<file path="src/rtl/axi_pkg.sv">
// Shared AXI subordinate types: response codes and write-path FSM states.
// Also imported by the read-path controller.
package axi_pkg;

  typedef enum logic [1:0] {
    OKAY   = 2'b00,
    EXOKAY = 2'b01,
    SLVERR = 2'b10,
    DECERR = 2'b11
  } resp_t;

  typedef enum logic [1:0] {
    IDLE,
    HAVE_AW,
    HAVE_W,
    RESP
  } wr_state_t;

endpackage

</file>
<file path="src/rtl/axi_sub_write_ctrl.sv">
// Single-outstanding AXI4-Lite style write subordinate: takes AW and W in either
// order, captures them, and returns one B response per transaction.
module axi_sub_write_ctrl
  import axi_pkg::*;
#(
  parameter int unsigned ADDR_W = 32,
  parameter int unsigned DATA_W = 64
) (
  input  logic                  ACLK,
  input  logic                  ARESETn,
  input  logic [ADDR_W-1:0]     AWADDR,
  input  logic                  AWVALID,
  output logic                  AWREADY,
  input  logic [DATA_W-1:0]     WDATA,
  input  logic [DATA_W/8-1:0]   WSTRB,
  input  logic                  WVALID,
  output logic                  WREADY,
  output logic [1:0]            BRESP,
  output logic                  BVALID,
  input  logic                  BREADY,
  input  logic                  en_aw,
  input  logic                  en_w,
  input  logic                  en_b,
  input  logic [1:0]            bresp_in,
  output logic [ADDR_W-1:0]     rx_aw,
  output logic [DATA_W-1:0]     rx_w,
  output logic [DATA_W/8-1:0]   rx_wstrb,
  output logic                  new_aw,
  output logic                  new_w,
  output logic                  new_b,
  output logic [15:0]           wr_count
);

  localparam int unsigned STRB_W = DATA_W / 8;
  localparam logic [ADDR_W-1:0] ALIGN_MASK = ADDR_W'(STRB_W - 1);

  wr_state_t           state_q, state_d;
  resp_t               resp_q, resp_d;
  logic                bvalid_q, bvalid_d;
  logic [ADDR_W-1:0]   rx_aw_q, rx_aw_d;
  logic [DATA_W-1:0]   rx_w_q, rx_w_d;
  logic [STRB_W-1:0]   rx_wstrb_q, rx_wstrb_d;
  logic                new_aw_q, new_aw_d;
  logic                new_w_q, new_w_d;
  logic                new_b_q, new_b_d;
  logic [15:0]         wr_count_q, wr_count_d;

  logic                aw_hs, w_hs, b_hs;
  logic [ADDR_W-1:0]   addr_eff;
  logic [STRB_W-1:0]   strb_eff;
  logic                bad_req;

  assign AWREADY = en_aw & ((state_q == IDLE) | (state_q == HAVE_W));
  assign WREADY  = en_w  & ((state_q == IDLE) | (state_q == HAVE_AW));

  assign aw_hs = AWVALID & AWREADY;
  assign w_hs  = WVALID & WREADY;
  assign b_hs  = bvalid_q & BREADY;

  // The error check must see a channel captured in this same cycle, so use the
  // live input when its handshake is happening, else the held copy.
  assign addr_eff = aw_hs ? AWADDR : rx_aw_q;
  assign strb_eff = w_hs  ? WSTRB  : rx_wstrb_q;
  assign bad_req  = (|(addr_eff & ALIGN_MASK)) | (strb_eff == '0);

  always_comb begin
    state_d    = state_q;
    resp_d     = resp_q;
    rx_aw_d    = aw_hs ? AWADDR : rx_aw_q;
    rx_w_d     = w_hs  ? WDATA  : rx_w_q;
    rx_wstrb_d = w_hs  ? WSTRB  : rx_wstrb_q;
    new_aw_d   = aw_hs;
    new_w_d    = w_hs;
    new_b_d    = b_hs;
    wr_count_d = b_hs ? wr_count_q + 16'd1 : wr_count_q;

    unique case (state_q)
      IDLE: begin
        if (aw_hs && w_hs) state_d = RESP;
        else if (aw_hs)    state_d = HAVE_AW;
        else if (w_hs)     state_d = HAVE_W;
      end
      HAVE_AW: if (w_hs)  state_d = RESP;
      HAVE_W:  if (aw_hs) state_d = RESP;
      RESP:    if (b_hs)  state_d = IDLE;
      default: state_d = IDLE;
    endcase

    if ((state_q != RESP) && (state_d == RESP)) begin
      resp_d = bad_req ? SLVERR : resp_t'(bresp_in);
    end else if (b_hs) begin
      resp_d = OKAY;
    end

    // Once raised, BVALID ignores en_b until the handshake retires it.
    bvalid_d = (state_d == RESP) & (en_b | bvalid_q);
  end

  always_ff @(posedge ACLK or negedge ARESETn) begin
    if (!ARESETn) begin
      state_q    <= IDLE;
      resp_q     <= OKAY;
      bvalid_q   <= 1'b0;
      rx_aw_q    <= '0;
      rx_w_q     <= '0;
      rx_wstrb_q <= '0;
      new_aw_q   <= 1'b0;
      new_w_q    <= 1'b0;
      new_b_q    <= 1'b0;
      wr_count_q <= '0;
    end else begin
      state_q    <= state_d;
      resp_q     <= resp_d;
      bvalid_q   <= bvalid_d;
      rx_aw_q    <= rx_aw_d;
      rx_w_q     <= rx_w_d;
      rx_wstrb_q <= rx_wstrb_d;
      new_aw_q   <= new_aw_d;
      new_w_q    <= new_w_d;
      new_b_q    <= new_b_d;
      wr_count_q <= wr_count_d;
    end
  end

  assign BRESP    = resp_q;
  assign BVALID   = bvalid_q;
  assign rx_aw    = rx_aw_q;
  assign rx_w     = rx_w_q;
  assign rx_wstrb = rx_wstrb_q;
  assign new_aw   = new_aw_q;
  assign new_w    = new_w_q;
  assign new_b    = new_b_q;
  assign wr_count = wr_count_q;

endmodule

</file>
<file path="config.mk">
export PLATFORM = sky130hd
export DESIGN_NAME = axi_sub_write_ctrl
export DESIGN_NICKNAME = d
export VERILOG_FILES = /design/src/rtl/axi_pkg.sv /design/src/rtl/axi_sub_write_ctrl.sv
export SDC_FILE = /design/constraint.sdc
export NUM_CORES = 1
export LEC_CHECK = 0
export ABC_AREA = 1
export CORE_MARGIN = 2
export CORE_UTILIZATION = 41
export CTS_BUF_LIST = sky130_fd_sc_hd__clkbuf_16
export DETAILED_ROUTE_END_ITERATION = 12
export HOLD_SLACK_MARGIN = 0.08
export PLACE_DENSITY_LB_ADDON = 0.12
export SYNTH_ARGS = -nofsm -noshare
export SYNTH_HDL_FRONTEND = slang
export SYNTH_SLANG_ARGS = --single-unit
</file>
<file path="constraint.sdc">
create_clock -name ACLK -period 1.55 [get_ports ACLK]
set_input_delay 0.155 -clock ACLK [delete_from_list [all_inputs] [get_ports ACLK]]
set_output_delay 0.155 -clock ACLK [all_outputs]
set_load 0.05 [all_outputs]
</file>
Yosys cells after proc, flatten, opt, wreduce, memory -nomap -nowiden:

Cells that the tools add are included.

* register bits after elaboration: 128
* bits of input ports: 114
* output and inout port bits: 128
* logic and storage cells: 45

* add/subtract/negate cells: 1
* eq/ne operators: 5
* multiplexer cells: 12
* bitwise logic cells: 10
* reduce and logical (&&, ||, !) cells: 6

Operators by type and width (number)
* $mux 2: 9
* $add 16x1->16 const B: 1
* $logic_not 8->1: 1
* $mux 8: 1
* $pmux 2 s4: 1
* $and 1x1->1: 6
* $eq 2x2->1 const B: 3
* $or 1x1->1: 4
* $mux 3: 1
* $reduce_or 3->1: 1
* $eq 2x1->1 const B: 1
* $logic_and 1x1->1: 2
* $logic_not 2->1: 1
* $ne 2x2->1 const B: 1
* $reduce_bool 2->1: 1

Depth between registers and ports, before layout:

* word-level depth: 11
* gate-level depth with buffers: 11

Worst setup path after synthesis:

No wires, ideal clock.

* path kind: reg2reg
* start: register state_q[0]
* end: register resp_q[1] (netlist: BRESP[1])
* arrival: 1.635 ns
* required time: 1.432 ns
* setup slack: -0.203 ns
* cell stages (with the launch flop): 9
* buffers on the path: 0
* period minus slack after synthesis: 1.753 ns
* cells stage by stage: dfrtp_1 -> nor2_2 -> nand2_2 -> o21ai_0 -> nand2_1 -> nor2_1 -> nand3_1 -> nand2_1 -> nand2_1

* elaborated cells between the ends (all ways): 29

RTL lines
* from (decl): line axi_sub_write_ctrl.sv:37 `wr_state_t state_q, state_d;`
* from (signal assigned): line axi_sub_write_ctrl.sv:112 `state_q <= state_d;`
* $eq 2x2->1 / $logic_not 2->1 (equally long branches): line axi_sub_write_ctrl.sv:53 `assign AWREADY = en_aw & ((state_q == IDLE) | (state_q == HAVE_W));`
* $or 1x1->1 (*): line axi_sub_write_ctrl.sv:53
* $and 1x1->1 (*): line axi_sub_write_ctrl.sv:53
* via AWREADY: line axi_sub_write_ctrl.sv:13 `output logic AWREADY,`
* $and 1x1->1 (*): line axi_sub_write_ctrl.sv:56 `assign aw_hs = AWVALID & AWREADY;`
* $mux 2 / $logic_and 1x1->1 (equally long branches): line axi_sub_write_ctrl.sv:80, axi_sub_write_ctrl.sv:79
* $mux 2: line axi_sub_write_ctrl.sv:79 `if (aw_hs && w_hs) state_d = RESP;`
* $pmux 2 s4: line axi_sub_write_ctrl.sv:77 `unique case (state_q)`
* $eq 2x2->1: line axi_sub_write_ctrl.sv:89 `if ((state_q != RESP) && (state_d == RESP)) begin`
* $logic_and 1x1->1: line axi_sub_write_ctrl.sv:89
* $mux 2 / $reduce_bool 2->1 (equally long branches)
* to (signal assigned): line axi_sub_write_ctrl.sv:113 `resp_q <= resp_d;`
* to (decl): line axi_sub_write_ctrl.sv:38 `resp_t resp_q, resp_d;`

The timed path passes the listed nets; every way through them passes the cells marked *.
A chain may end at the register's enable or synchronous reset.

Worst setup path in the final report:

* start: register wr_count_q[1] (netlist: wr_count[1])
* end: register wr_count_q[14] (netlist: wr_count[14])

* word-level cells in the longest chain between the ends: 1

RTL lines
* from (decl): line axi_sub_write_ctrl.sv:46 `logic [15:0] wr_count_q, wr_count_d;`
* from (signal assigned): line axi_sub_write_ctrl.sv:121 `wr_count_q <= wr_count_d;`
* $add 16x1->16: line axi_sub_write_ctrl.sv:75 `wr_count_d = b_hs ? wr_count_q + 16'd1 : wr_count_q;`

Every way passes these cells.

==> flow_summary.yaml <==
final_layout:
  final_area_mm2: 0.008232
  fillers: 997
  multi_input_area_mm2: 0.001685
  regArea_mm2: 0.003211
  instances_no_fill: 1035
  final_util_pct: 67.96
  layout.nets: 970
  drive_above_1_share_pct: 24.11
  diodes: 0
  area_growth_pct: 60.93
sta:
  finalCritPeriodShare_pct: 95.92
  skew_ps: 5.956
  tns_ps: 0
  tightestPinTransition_ps: 341.3
  min_period_ps: 1487
  max-slew-margin-rel_pct: 77.25
  hold_viol_final: 0
  rsz0062_at_grt: "true"
  max_freq_mhz: 672.6
  slew_violations: 0
  finalSetupViolCount: 0
  fin_ws_ps: 63.20
floorplan:
  io_pins: 242
  fp.dieArea_mm2: 0.01339
  die_x_um: 115.7
  initial_utilization_pct: 42.23
  fp.dieH_um: 115.7
  coreArea_mm2: 0.01211
  row_count: 40
cts:
  clock_path_buffers: 2
  h-tree-depth: 4
  cts_tree: "done"
  clkLatencyLatePin_ps: 410
  clkTransAtPathRegs_ps: 60
  cts.sinks: 128
  cts_made_buffers: 17
  cts-root-buf: "clkbuf_16"
detailed_routing:
  viasPerCell: 4.494
  dr.pass1.iters: 4
  drt-initial-drc-count: 282
  routed_wirelength_um: 14280
  wire_per_inst_um: 13.79
  vias: 4651
  ant_nets: 0
  drc: 0
critical_path:
  r2r-start: "wr_count[1]"
  crit_buf_inv: 0
  critPathMaxStageDelay_ps: 390
  crit_path_start: "wr_count[1]"
  crit_chain: "ha_4 -> nand2_4 -> nor2_4 -> nand2_2 -> nor3_4 -> nand3_1 -> xor2_1"
  cp-end-kind: "flop"
  critPathTopFamily: "simple AND/OR/NAND/NOR gates"
  cp-start-kind: "flop"
  critPathSlowestCell: "dfrtp_2"
  cp.arrival_ps: 1770
  path_max_fanout: 4
  path_class: "reg -> reg"
  worstPathRequired_ps: 1830
  r2r_slack_ps: 60
status:
  status: "completed"
logic_synthesis:
  ys_seq_area_share_pct: 62.62
  synth-edff-count: 0
  synth_fa_ha_area_share_pct: 0.2446
  syn-num-nets: 696
  yosys.area.top_type_share_pct: 62.62
  ys_types: 23
  muxShareOfSynthArea_pct: 0
  synth_async_sr_flop_share_pct: 100.0
  ys.warnings.count: 0
  ys.flop_type: "dfrtp_1"
  syn_inst: 581
  yosys_register_bits: 128
  yosys.area_share.xor_xnor_pct: 2.397
  synth_top_family_by_area: "simple AND/OR/NAND/NOR gates"
  yosysTopAreaCell: "dfrtp_1"
  synth_area_leaders: "dfrtp_1, nand2_1, inv_1"
  syn-cell-area_mm2: 0.005115
  synth_simple_gate_area_share_pct: 28.74
  synth_compound_area_share_pct: 0.5871
  avgSynthCellArea_um2: 8.804
global_routing:
  grt_pass1_wl_um: 22280
  grt_max_degree: 35
  antenna_found_initial: 0
  grt-ovfl-total: 0
  grtUsageTotal_pct: 21.67
  first_global_vias: 4675
placement:
  routabilityCongestion: 0.8000
  place_ws_ps: -136.6
  postPlaceCellArea_mm2: 0.007626
  dp.cells: 996
  port_buffers: 241
  hpwl_um: 10610
power:
  ir_worst_vdd_mv: 1.363
  p_leak_nw: 4.460
  cellPowerDensity_mw_per_mm2: 2430
min_path:
  hold_class: "in -> async"
flow_run:
  cap_violations: 0
==> report_power, final <==
part	internal (W)	leakage, nW	total (W)	switching (W)
combinational	0.00328	2.63	0.0108	0.00751
clock	0.00212	0.259	0.00347	0.00134
sequential	0.00485	1.57	0.00575	0.000905
==> cells in the final DEF, fill, tap and decap left out, types with 3 or more instances in the layout <==
cell type and count:
nand2_1 330, buf_4 156, dfrtp_1 122, clkdlybuf4s50_1 112, inv_1 44, clkbuf_16 17
nand3_1 11, xor2_1 11, clkinv_1 7, buf_12 7, dfrtp_2 6, nor2_1 6
nand2_2 5, nor2_4 4, o21ai_1 3, nand3b_1 3, xnor2_1 3
==> kinds of logic after synthesis <==
kind of cell,after synthesis
adder cells (fa/ha/maj),1
XOR/XNOR,14
flip-flops,128
AND/OR/NAND/NOR,368
AO/OA/AOI/OAI,5
buffers and inverters,65
==> final timing paths <==
check,cells after the start,to
setup reg to reg,7,wr_count[14]
setup / recovery,7,wr_count[14]
min in group ACLK,3,rx_aw[24]
max in group asynchronous,3,rx_w[44]
hold reg to reg,2,rx_aw[26]
hold / removal,2,wr_count[7]
==> worst reg2reg max path, cell delays in order, from the launching register on <==
cell and delay [ps]:
dfrtp_2 390, ha_4 160, nand2_4 50, nor2_4 110
nand2_2 80, nor3_4 240, nand3_1 160, xor2_1 180
==> per-stage QoR <==
step	hold WS [ps]	total power (W)
after detailed placement	30.91	0.01649
after global routing	157.8	0.02105
after CTS	131.9	0.02005
after floorplan	-140.6	0.01267
after global placement	29.04	0.01630
final	151.6	0.02001
==> metal layers <==
layer,global-route usage (%),up-vias,routed length [um]
li1,-,2287,-
met1,25.60,2174,5841
met2,36.06,162,6943
met3,7.165,28,1100
met4,9.921,0,391
met5,0,-,0
==> state kept, by name (all words and copies together) (netlist names) <==
name / count
rx_wstrb: 8
new_aw: 1
wr_count: 16
state_q: 2
BVALID: 1
new_w: 1
rx_aw: 32
BRESP: 2
new_b: 1
rx_w: 64
==> cell type report <==
cell class	instances	area share, %
clock buffers	17	5.168
clock inverters	14	1.034
inverters	43	1.961
multi-input cells	388	20.47
flip-flops and latches	128	39.00
well taps	168	2.554
repair buffers	277	29.81
==> Yosys cell counts (2+ instances only) <==
library cell	n
buf_2	17
buf_4	3
clkbuf_1	2
dfrtp_1	128
inv_1	42
nand2_1	332
nand2_2	4
nand3_1	11
nand3b_1	3
nand4_1	2
nor2_1	8
nor2_2	3
nor3_4	2
o21ai_0	3
xnor2_1	3
xor2_1	11
==> timing repair <==
action | in CTS | in global routing
hold buffers | 1 | 0
buffers inserted | 0 | 7
hold endpoints to repair | 128 | 0
gates resized for setup | 0 | 11
endpoints found under the setup margin | 0 | 6
No activity file was read; power rests on OpenSTA's default activity.
